$ cat config.mk
export PLATFORM = sky130hd
export DESIGN_NAME = mem_access_stage_flat
export DESIGN_NICKNAME = d
export VERILOG_FILES = /design/src/rtl/mem_access_stage_pkg.sv /design/src/rtl/mem_access_stage_if.sv /design/src/rtl/mem_load_align.sv /design/src/rtl/mem_access_stage.sv /design/src/flat_wrapper.sv
export SDC_FILE = /design/constraint.sdc
export NUM_CORES = 1
export LEC_CHECK = 0
export BUFFER_PORTS_ARGS = -buffer_cell sky130_fd_sc_hd__buf_4
export CORE_MARGIN = 3
export CORE_UTILIZATION = 30
export CTS_CLUSTER_DIAMETER = 50
export CTS_CLUSTER_SIZE = 8
export DETAILED_ROUTE_END_ITERATION = 10
export GPL_TIMING_DRIVEN = 0
export SLEW_MARGIN = 20
export SYNTH_ARGS = -nofsm -noshare
export SYNTH_HDL_FRONTEND = slang
export SYNTH_HIERARCHICAL = 1
export SYNTH_SLANG_ARGS = --single-unit
$ cat constraint.sdc
create_clock -name i_clk -period 26 [get_ports i_clk]
set_input_delay 0 -clock i_clk [delete_from_list [all_inputs] [get_ports i_clk]]
set_output_delay 0 -clock i_clk [all_outputs]
set_load 0.02 [all_outputs]
$ cat src/rtl/mem_access_stage_pkg.sv
// Shared definitions for the MEM stage: access size codes, FSM states,
// default ack timeout and the natural-alignment rule.
package mem_access_stage_pkg;

  localparam int unsigned TIMEOUT_DEFAULT = 16;

  // funct3 load codes; stores use the same low two bits for size
  localparam logic [2:0] F3_LB  = 3'b000;
  localparam logic [2:0] F3_LH  = 3'b001;
  localparam logic [2:0] F3_LW  = 3'b010;
  localparam logic [2:0] F3_LD  = 3'b011;
  localparam logic [2:0] F3_LBU = 3'b100;
  localparam logic [2:0] F3_LHU = 3'b101;
  localparam logic [2:0] F3_LWU = 3'b110;

  localparam logic [1:0] SZ_B = 2'b00;
  localparam logic [1:0] SZ_H = 2'b01;
  localparam logic [1:0] SZ_W = 2'b10;
  localparam logic [1:0] SZ_D = 2'b11;

  typedef enum logic {ST_IDLE, ST_BUSY} state_t;

  function automatic logic is_aligned(input logic [1:0] size, input logic [2:0] off);
    logic ok;
    case (size)
      SZ_B:    ok = 1'b1;
      SZ_H:    ok = (off[0] == 1'b0);
      SZ_W:    ok = (off[1:0] == 2'b00);
      default: ok = (off == 3'b000);
    endcase
    return ok;
  endfunction

  function automatic logic [7:0] size_mask(input logic [1:0] size);
    logic [7:0] m;
    case (size)
      SZ_B:    m = 8'h01;
      SZ_H:    m = 8'h03;
      SZ_W:    m = 8'h0F;
      default: m = 8'hFF;
    endcase
    return m;
  endfunction

endpackage

$ cat src/rtl/mem_access_stage_if.sv
// Data-memory request/response bus between the MEM stage and the data memory.
interface mem_access_stage_if #(
  parameter int unsigned DATA_W = 64
);
  logic                  dmem_req;
  logic                  dmem_we;
  logic [DATA_W-1:0]     dmem_addr;
  logic [DATA_W-1:0]     dmem_wdata;
  logic [DATA_W/8-1:0]   dmem_be;
  logic                  dmem_ack;
  logic [DATA_W-1:0]     dmem_rdata;

  modport master (output dmem_req, dmem_we, dmem_addr, dmem_wdata, dmem_be,
                  input  dmem_ack, dmem_rdata);
  modport slave  (input  dmem_req, dmem_we, dmem_addr, dmem_wdata, dmem_be,
                  output dmem_ack, dmem_rdata);
endinterface

$ cat src/rtl/mem_load_align.sv
// Selects the addressed lane of a read doubleword and sign/zero extends it by funct3.
module mem_load_align
  import mem_access_stage_pkg::*;
#(
  parameter int unsigned DATA_W = 64
) (
  input  logic [DATA_W-1:0] rdata,
  input  logic [2:0]        offset,
  input  logic [2:0]        funct3,
  output logic [DATA_W-1:0] data
);

  logic [DATA_W-1:0] lane;

  always_comb begin
    lane = rdata >> {offset, 3'b000};
    data = lane;
    case (funct3)
      F3_LB:   data = {{(DATA_W-8){lane[7]}},   lane[7:0]};
      F3_LH:   data = {{(DATA_W-16){lane[15]}}, lane[15:0]};
      F3_LW:   data = {{(DATA_W-32){lane[31]}}, lane[31:0]};
      F3_LBU:  data = {{(DATA_W-8){1'b0}},      lane[7:0]};
      F3_LHU:  data = {{(DATA_W-16){1'b0}},     lane[15:0]};
      F3_LWU:  data = {{(DATA_W-32){1'b0}},     lane[31:0]};
      default: data = lane;
    endcase
  end

endmodule

$ cat src/rtl/mem_access_stage.sv
// Pipeline MEM stage: issues one data-memory access per load/store, stalls until
// ack or timeout, and drives the MEM/WB register.
module mem_access_stage
  import mem_access_stage_pkg::*;
#(
  parameter int unsigned DATA_W  = 64,
  parameter int unsigned TIMEOUT = TIMEOUT_DEFAULT
) (
  input  logic                i_clk,
  input  logic                i_rst,
  input  logic                i_memRead,
  input  logic                i_memWrite,
  input  logic                i_memToReg,
  input  logic                i_regWrite,
  input  logic [DATA_W-1:0]   i_alu_out,
  input  logic [DATA_W-1:0]   i_rs2_data,
  input  logic [4:0]          i_rd_addr,
  input  logic [31:0]         i_inst,
  output logic                o_stall,
  mem_access_stage_if.master  dmem,
  output logic                o_regWrite,
  output logic                o_memToReg,
  output logic [4:0]          o_rd_addr,
  output logic [DATA_W-1:0]   o_alu_out,
  output logic [DATA_W-1:0]   o_mem_data,
  output logic [31:0]         o_inst,
  output logic                o_fault
);

  localparam int unsigned CNT_W = $clog2(TIMEOUT + 1);
  localparam int unsigned BE_W  = DATA_W / 8;

  state_t            state, state_nxt;
  logic [CNT_W-1:0]  busy_cnt;
  logic              mem_op, aligned, expire;
  logic              start, misalign, done, abort;

  logic              lat_regWrite, lat_memToReg, lat_write;
  logic [4:0]        lat_rd;
  logic [DATA_W-1:0] lat_alu;
  logic [31:0]       lat_inst;

  logic              we_q;
  logic [DATA_W-1:0] addr_q, wdata_q;
  logic [BE_W-1:0]   be_q;
  logic [DATA_W-1:0] load_data;

  assign mem_op  = i_memRead | i_memWrite;
  assign aligned = is_aligned(i_inst[13:12], i_alu_out[2:0]);
  assign expire  = (busy_cnt == CNT_W'(TIMEOUT - 1));

  assign dmem.dmem_req   = (state == ST_BUSY);
  assign dmem.dmem_we    = we_q;
  assign dmem.dmem_addr  = addr_q;
  assign dmem.dmem_wdata = wdata_q;
  assign dmem.dmem_be    = be_q;

  always_ff @(posedge i_clk or posedge i_rst) begin
    if (i_rst) state <= ST_IDLE;
    else       state <= state_nxt;
  end

  always_comb begin
    state_nxt = state;
    o_stall   = 1'b0;
    start     = 1'b0;
    misalign  = 1'b0;
    done      = 1'b0;
    abort     = 1'b0;
    case (state)
      ST_IDLE: begin
        if (mem_op && aligned) begin
          start     = 1'b1;
          o_stall   = 1'b1;
          state_nxt = ST_BUSY;
        end else if (mem_op) begin
          misalign  = 1'b1;
        end
      end
      ST_BUSY: begin
        // ack takes priority over an expiring counter in the same cycle
        if (dmem.dmem_ack) begin
          done      = 1'b1;
          state_nxt = ST_IDLE;
        end else if (expire) begin
          abort     = 1'b1;
          state_nxt = ST_IDLE;
        end else begin
          o_stall   = 1'b1;
        end
      end
      default: state_nxt = ST_IDLE;
    endcase
    if (i_rst) o_stall = 1'b0;
  end

  mem_load_align #(.DATA_W(DATA_W)) u_load_align (
    .rdata  (dmem.dmem_rdata),
    .offset (lat_alu[2:0]),
    .funct3 (lat_inst[14:12]),
    .data   (load_data)
  );

  always_ff @(posedge i_clk or posedge i_rst) begin
    if (i_rst) begin
      busy_cnt     <= '0;
      lat_regWrite <= 1'b0;
      lat_memToReg <= 1'b0;
      lat_write    <= 1'b0;
      lat_rd       <= '0;
      lat_alu      <= '0;
      lat_inst     <= '0;
      we_q         <= 1'b0;
      addr_q       <= '0;
      wdata_q      <= '0;
      be_q         <= '0;
      o_regWrite   <= 1'b0;
      o_memToReg   <= 1'b0;
      o_rd_addr    <= '0;
      o_alu_out    <= '0;
      o_mem_data   <= '0;
      o_inst       <= '0;
      o_fault      <= 1'b0;
    end else begin
      o_fault <= misalign | abort;
      if (state == ST_BUSY) busy_cnt <= busy_cnt + 1'b1;
      if (start) begin
        busy_cnt     <= '0;
        lat_regWrite <= i_regWrite;
        lat_memToReg <= i_memToReg;
        lat_write    <= i_memWrite;
        lat_rd       <= i_rd_addr;
        lat_alu      <= i_alu_out;
        lat_inst     <= i_inst;
        we_q         <= i_memWrite;
        addr_q       <= {i_alu_out[DATA_W-1:3], 3'b000};
        wdata_q      <= i_rs2_data << {i_alu_out[2:0], 3'b000};
        be_q         <= BE_W'(size_mask(i_inst[13:12])) << i_alu_out[2:0];
      end
      if (state == ST_IDLE && !mem_op) begin
        o_regWrite <= i_regWrite;
        o_memToReg <= i_memToReg;
        o_rd_addr  <= i_rd_addr;
        o_alu_out  <= i_alu_out;
        o_mem_data <= '0;
        o_inst     <= i_inst;
      end else if (start || misalign || abort) begin
        o_regWrite <= 1'b0;
        o_memToReg <= 1'b0;
        o_rd_addr  <= '0;
      end else if (done) begin
        o_regWrite <= lat_regWrite & ~lat_write;
        o_memToReg <= lat_memToReg;
        o_rd_addr  <= lat_rd;
        o_alu_out  <= lat_alu;
        o_mem_data <= lat_write ? '0 : load_data;
        o_inst     <= lat_inst;
      end
    end
  end

endmodule

$ cat src/flat_wrapper.sv
// flat-port wrapper written by rule: the top's interface ports become plain ports
module mem_access_stage_flat import mem_access_stage_pkg::*;
#(
  parameter int unsigned DATA_W  = 64,
  parameter int unsigned TIMEOUT = TIMEOUT_DEFAULT
)
  (i_clk, i_rst, i_memRead, i_memWrite, i_memToReg, i_regWrite, i_alu_out, i_rs2_data, i_rd_addr, i_inst, o_stall, o_regWrite, o_memToReg, o_rd_addr, o_alu_out, o_mem_data, o_inst, o_fault, dmem_dmem_req, dmem_dmem_we, dmem_dmem_addr, dmem_dmem_wdata, dmem_dmem_be, dmem_dmem_ack, dmem_dmem_rdata);
  mem_access_stage_if #(.DATA_W(DATA_W)) dmem_i ();
  input  logic i_clk;
  input  logic i_rst;
  input  logic i_memRead;
  input  logic i_memWrite;
  input  logic i_memToReg;
  input  logic i_regWrite;
  input  logic [DATA_W-1:0] i_alu_out;
  input  logic [DATA_W-1:0] i_rs2_data;
  input  logic [4:0] i_rd_addr;
  input  logic [31:0] i_inst;
  output logic o_stall;
  output logic o_regWrite;
  output logic o_memToReg;
  output logic [4:0] o_rd_addr;
  output logic [DATA_W-1:0] o_alu_out;
  output logic [DATA_W-1:0] o_mem_data;
  output logic [31:0] o_inst;
  output logic o_fault;
  output wire logic [$bits(dmem_i.dmem_req)-1:0] dmem_dmem_req;
  output wire logic [$bits(dmem_i.dmem_we)-1:0] dmem_dmem_we;
  output wire logic [$bits(dmem_i.dmem_addr)-1:0] dmem_dmem_addr;
  output wire logic [$bits(dmem_i.dmem_wdata)-1:0] dmem_dmem_wdata;
  output wire logic [$bits(dmem_i.dmem_be)-1:0] dmem_dmem_be;
  input wire logic [$bits(dmem_i.dmem_ack)-1:0] dmem_dmem_ack;
  input wire logic [$bits(dmem_i.dmem_rdata)-1:0] dmem_dmem_rdata;
  assign dmem_dmem_req = dmem_i.dmem_req;
  assign dmem_dmem_we = dmem_i.dmem_we;
  assign dmem_dmem_addr = dmem_i.dmem_addr;
  assign dmem_dmem_wdata = dmem_i.dmem_wdata;
  assign dmem_dmem_be = dmem_i.dmem_be;
  assign dmem_i.dmem_ack = dmem_dmem_ack;
  assign dmem_i.dmem_rdata = dmem_dmem_rdata;
  mem_access_stage #(.DATA_W(DATA_W), .TIMEOUT(TIMEOUT)) u_core (.i_clk(i_clk), .i_rst(i_rst), .i_memRead(i_memRead), .i_memWrite(i_memWrite), .i_memToReg(i_memToReg), .i_regWrite(i_regWrite), .i_alu_out(i_alu_out), .i_rs2_data(i_rs2_data), .i_rd_addr(i_rd_addr), .i_inst(i_inst), .o_stall(o_stall), .dmem(dmem_i), .o_regWrite(o_regWrite), .o_memToReg(o_memToReg), .o_rd_addr(o_rd_addr), .o_alu_out(o_alu_out), .o_mem_data(o_mem_data), .o_inst(o_inst), .o_fault(o_fault));
endmodule
==> metrics.cfg <==
[global_route]
grt_max_degree = 102
grt_remaining_overflow = 0
grt_antenna_before_repair = 4
grt_pass1_wl_um = 123500
grt_pass1_vias = 19270
grt.total_usage = 0.2552

[synthesis]
synth.area.top_cells = dfrtp_1, nand2_1, mux2i_1
synth_cell_type_count = 58
syn-cell-area_mm2 = 0.01826
synthCells = 1896
yosys.area.top_type = dfrtp_1
synth.avg_cell_area_um2 = 9.628
ys_seq_elements = 350
async_flop_share = 1.000
yosys_warnings = 6
synth_top_area_frac = 0.4798
synth_most_common_cell = nand2_1
ys.flop_type = dfrtp_1
synth_common_cells = nand2_1, dfrtp_1, mux2i_1, o21ai_0, nor2_1
synth-edff-count = 0
yosysSeqAreaShare = 0.4798

[detailed_routing]
vias = 18500
drt-initial-drc-count = 1452
wl_per_cell_um = 23.76
first_pass_iters = 5
vias_per_cell = 5.261
totalWireLength_um = 83570
drc_errors = 0
postRouteAntennaNets = 0

[critical_path]
end_kind = register
critPathArrivalTime_ns = 3.80
path_buf_inv = 4
path_class = register to register
crit_top_cell = buf_2
reg2reg_from = u_core/lat_alu[0]
crit_start = u_core/lat_alu[0]
crit_chain = buf_2 > buf_2 > buf_2 > mux2i_1 > dlygate4sd3_1 > nor2_1 > o21ai_0 > nand3_1 > a22o_1
crit_fanout = 10
cpPeakStageDelay_ns = 0.61
cp_top_family = buffers and inverters
cp.required_ns = 26.48
crit_slowest_cell = dlygate4sd3_1
start_kind = register

[placed_design]
gp_congestion = 0.9368
place_inst = 3215
dp.final_hpwl_um = 62590
io_buffer_count = 538

[finish]
multi_input_comb_area_mm2 = 0.008305
fill_cells = 5648
finish.net_count = 2960
ff_latch_area_mm2 = 0.008758
layout-drive-gt1-share = 0.2961
fin_cells = 3517
syn2layout_area_growth_pct = 49.79

[worst_hold_path]
hold_start = i_inst[12]
hp-class = input port to register

[floorplanning]
initial_core_util = 0.3064
coreArea_mm2 = 0.05958
io-pin-count = 543
die-area_mm2 = 0.06384
die-width_um = 252.7
die_h_um = 252.7
rows = 89

[status]
status = complete, no violations

[clocking]
path_clk_slew_ns = 0.05
clock_latency_ns = 0.62
cts_inserted_buffers = 57
cts_tree = built
htreeDepth = 2
clockBufferDepth = 3
cts_resized = 0
cts.sinks = 350
cts_root_buffer = clkbuf_16

[sta]
drv_slew = 0
tightest_slew_ns = 1.109
finalSetupTns_ns = 0
fmax_mhz = 301.0
slew_headroom = 0.2579
skew_ns = 0.03711
period_share = 0.1278
setup_violations = 0
rsz0062_at_grt = false
finalHoldViolations = 0
fin_crit_ns = 3.322

[power]
p_per_area_mw_per_mm2 = 93.97
ir_drop_mv = 0.05825
static-leakage-power_nw = 13.57

[flow_run]
drv_cap = 0

-- repair_timing --
| action | CTS | global route |
|---|---|---|
| hold buffers | 221 | 0 |
| setup endpoints to repair | 0 | 0 |
| setup buffers | 0 | 0 |
| endpoints found under the hold margin | 392 | 0 |
-- power breakdown --
part | internal (mW) | switching (mW) | leakage, nW
Sequential | 0.703 | 0.115 | 4.42
Clock | 0.432 | 0.267 | 0.828
Combinational | 0.448 | 0.606 | 8.32
-- sequential cells by signal, summed over array words and instances (netlist names) --
register,cells
u_core/dmem.dmem_we,1
u_core/o_regWrite,1
u_core/dmem.dmem_req,1
u_core/o_mem_data,64
u_core/lat_rd,5
u_core/o_inst,32
u_core/o_fault,1
u_core/dmem.dmem_wdata,64
u_core/lat_alu,64
u_core/dmem.dmem_be,8
u_core/busy_cnt,5
u_core/lat_memToReg,1
u_core/o_alu_out,64
u_core/o_rd_addr,5
u_core/o_memToReg,1
u_core/lat_regWrite,1
u_core/lat_inst,32
-- worst paths after layout --
check,end,slack [ns],cells after the start
max,u_core/o_mem_data[18],22.68,9
max in group asynchronous,u_core/o_mem_data[25],23.98,7
min in group asynchronous,u_core/lat_alu[63],0.56,4
max reg2reg,u_core/o_mem_data[18],22.68,9
min,u_core/lat_alu[63],0.05,5
min reg2reg,u_core/lat_inst[30],0.47,2
-- layout by cell type, fill, tap and decap left out, drive strengths merged, types with 3 or more instances in the layout --
cell         count
clkinv           9
nand3           17
dfrtp          350
nand2b           6
dlygate4sd3    221
a32oi            6
a21oi           23
and3             9
nand4           30
mux2i          159
o211ai           6
o221ai           3
and2             8
nand2          534
clkinvlp         3
o2bb2ai         11
a22o            69
inv              6
mux2            12
a211oi           5
nand3b           3
nor2b           13
clkbuf         147
nor2           105
o21a             5
a21o             8
o22ai           32
o2111ai          5
o21ai          136
conb             3
or2              4
a2bb2oi          9
o22a             4
a31oi            4
buf            683
mux4            47
o31ai           23
-- kinds of logic after synthesis --
group           count (synthesis)  share of synthesized area
fa+ha+maj                       2                   0.001371
buf+inv                       227                    0.06600
xor+xnor                        1                  0.0004799
compound gates                361                     0.1338
simple gates                  736                     0.1658
other cells                     1                  0.0002054
flops                         350                     0.4798
mux                           218                     0.1526
-- worst min-delay path, delay by kind of cell --
kind / cells / cell delay (ns)
AND/OR/NAND/NOR: 2 / 0.13
AO/OA/AOI/OAI: 1 / 0.16
buffers and inverters: 2 / 0.33
-- stage by stage --
stage               power (mW)  area [um^2]  worst slack [ns]    util  hold slack (ns)
detailed placement       1.832        23420             22.85  0.3931         0.002120
global route             2.692        27350             22.52  0.4590          0.03101
global placement         1.818        23270             12.27  0.3906           0.2011
finish                   2.570        27350             22.68  0.4590          0.05065
floorplan                1.358        18260             16.29       -          0.07686
CTS                      2.580        27340             22.75  0.4589         0.007614
-- area by class of cell --
class	instances	area share
antenna	2	0.0001830
clock buffer	66	0.05601
sequential	350	0.3203
buffer	220	0.04310
inverter	7	0.001235
clock inverter	13	0.006497
tap	773	0.03537
multi-input combinational	1321	0.3037
timing repair buffer	765	0.2336
-- metal layers --
metal / GRT usage / part of all wire / up-vias
met2: 0.4260 / 0.47 / 948
met3: 0.06236 / 0.085 / 219
met1: 0.3181 / 0.39 / 9149
li1: - / - / 8184
met5: 0 / 0.00032 / -
met4: 0.1028 / 0.045 / 4
Power figures use the tool's default switching activity.
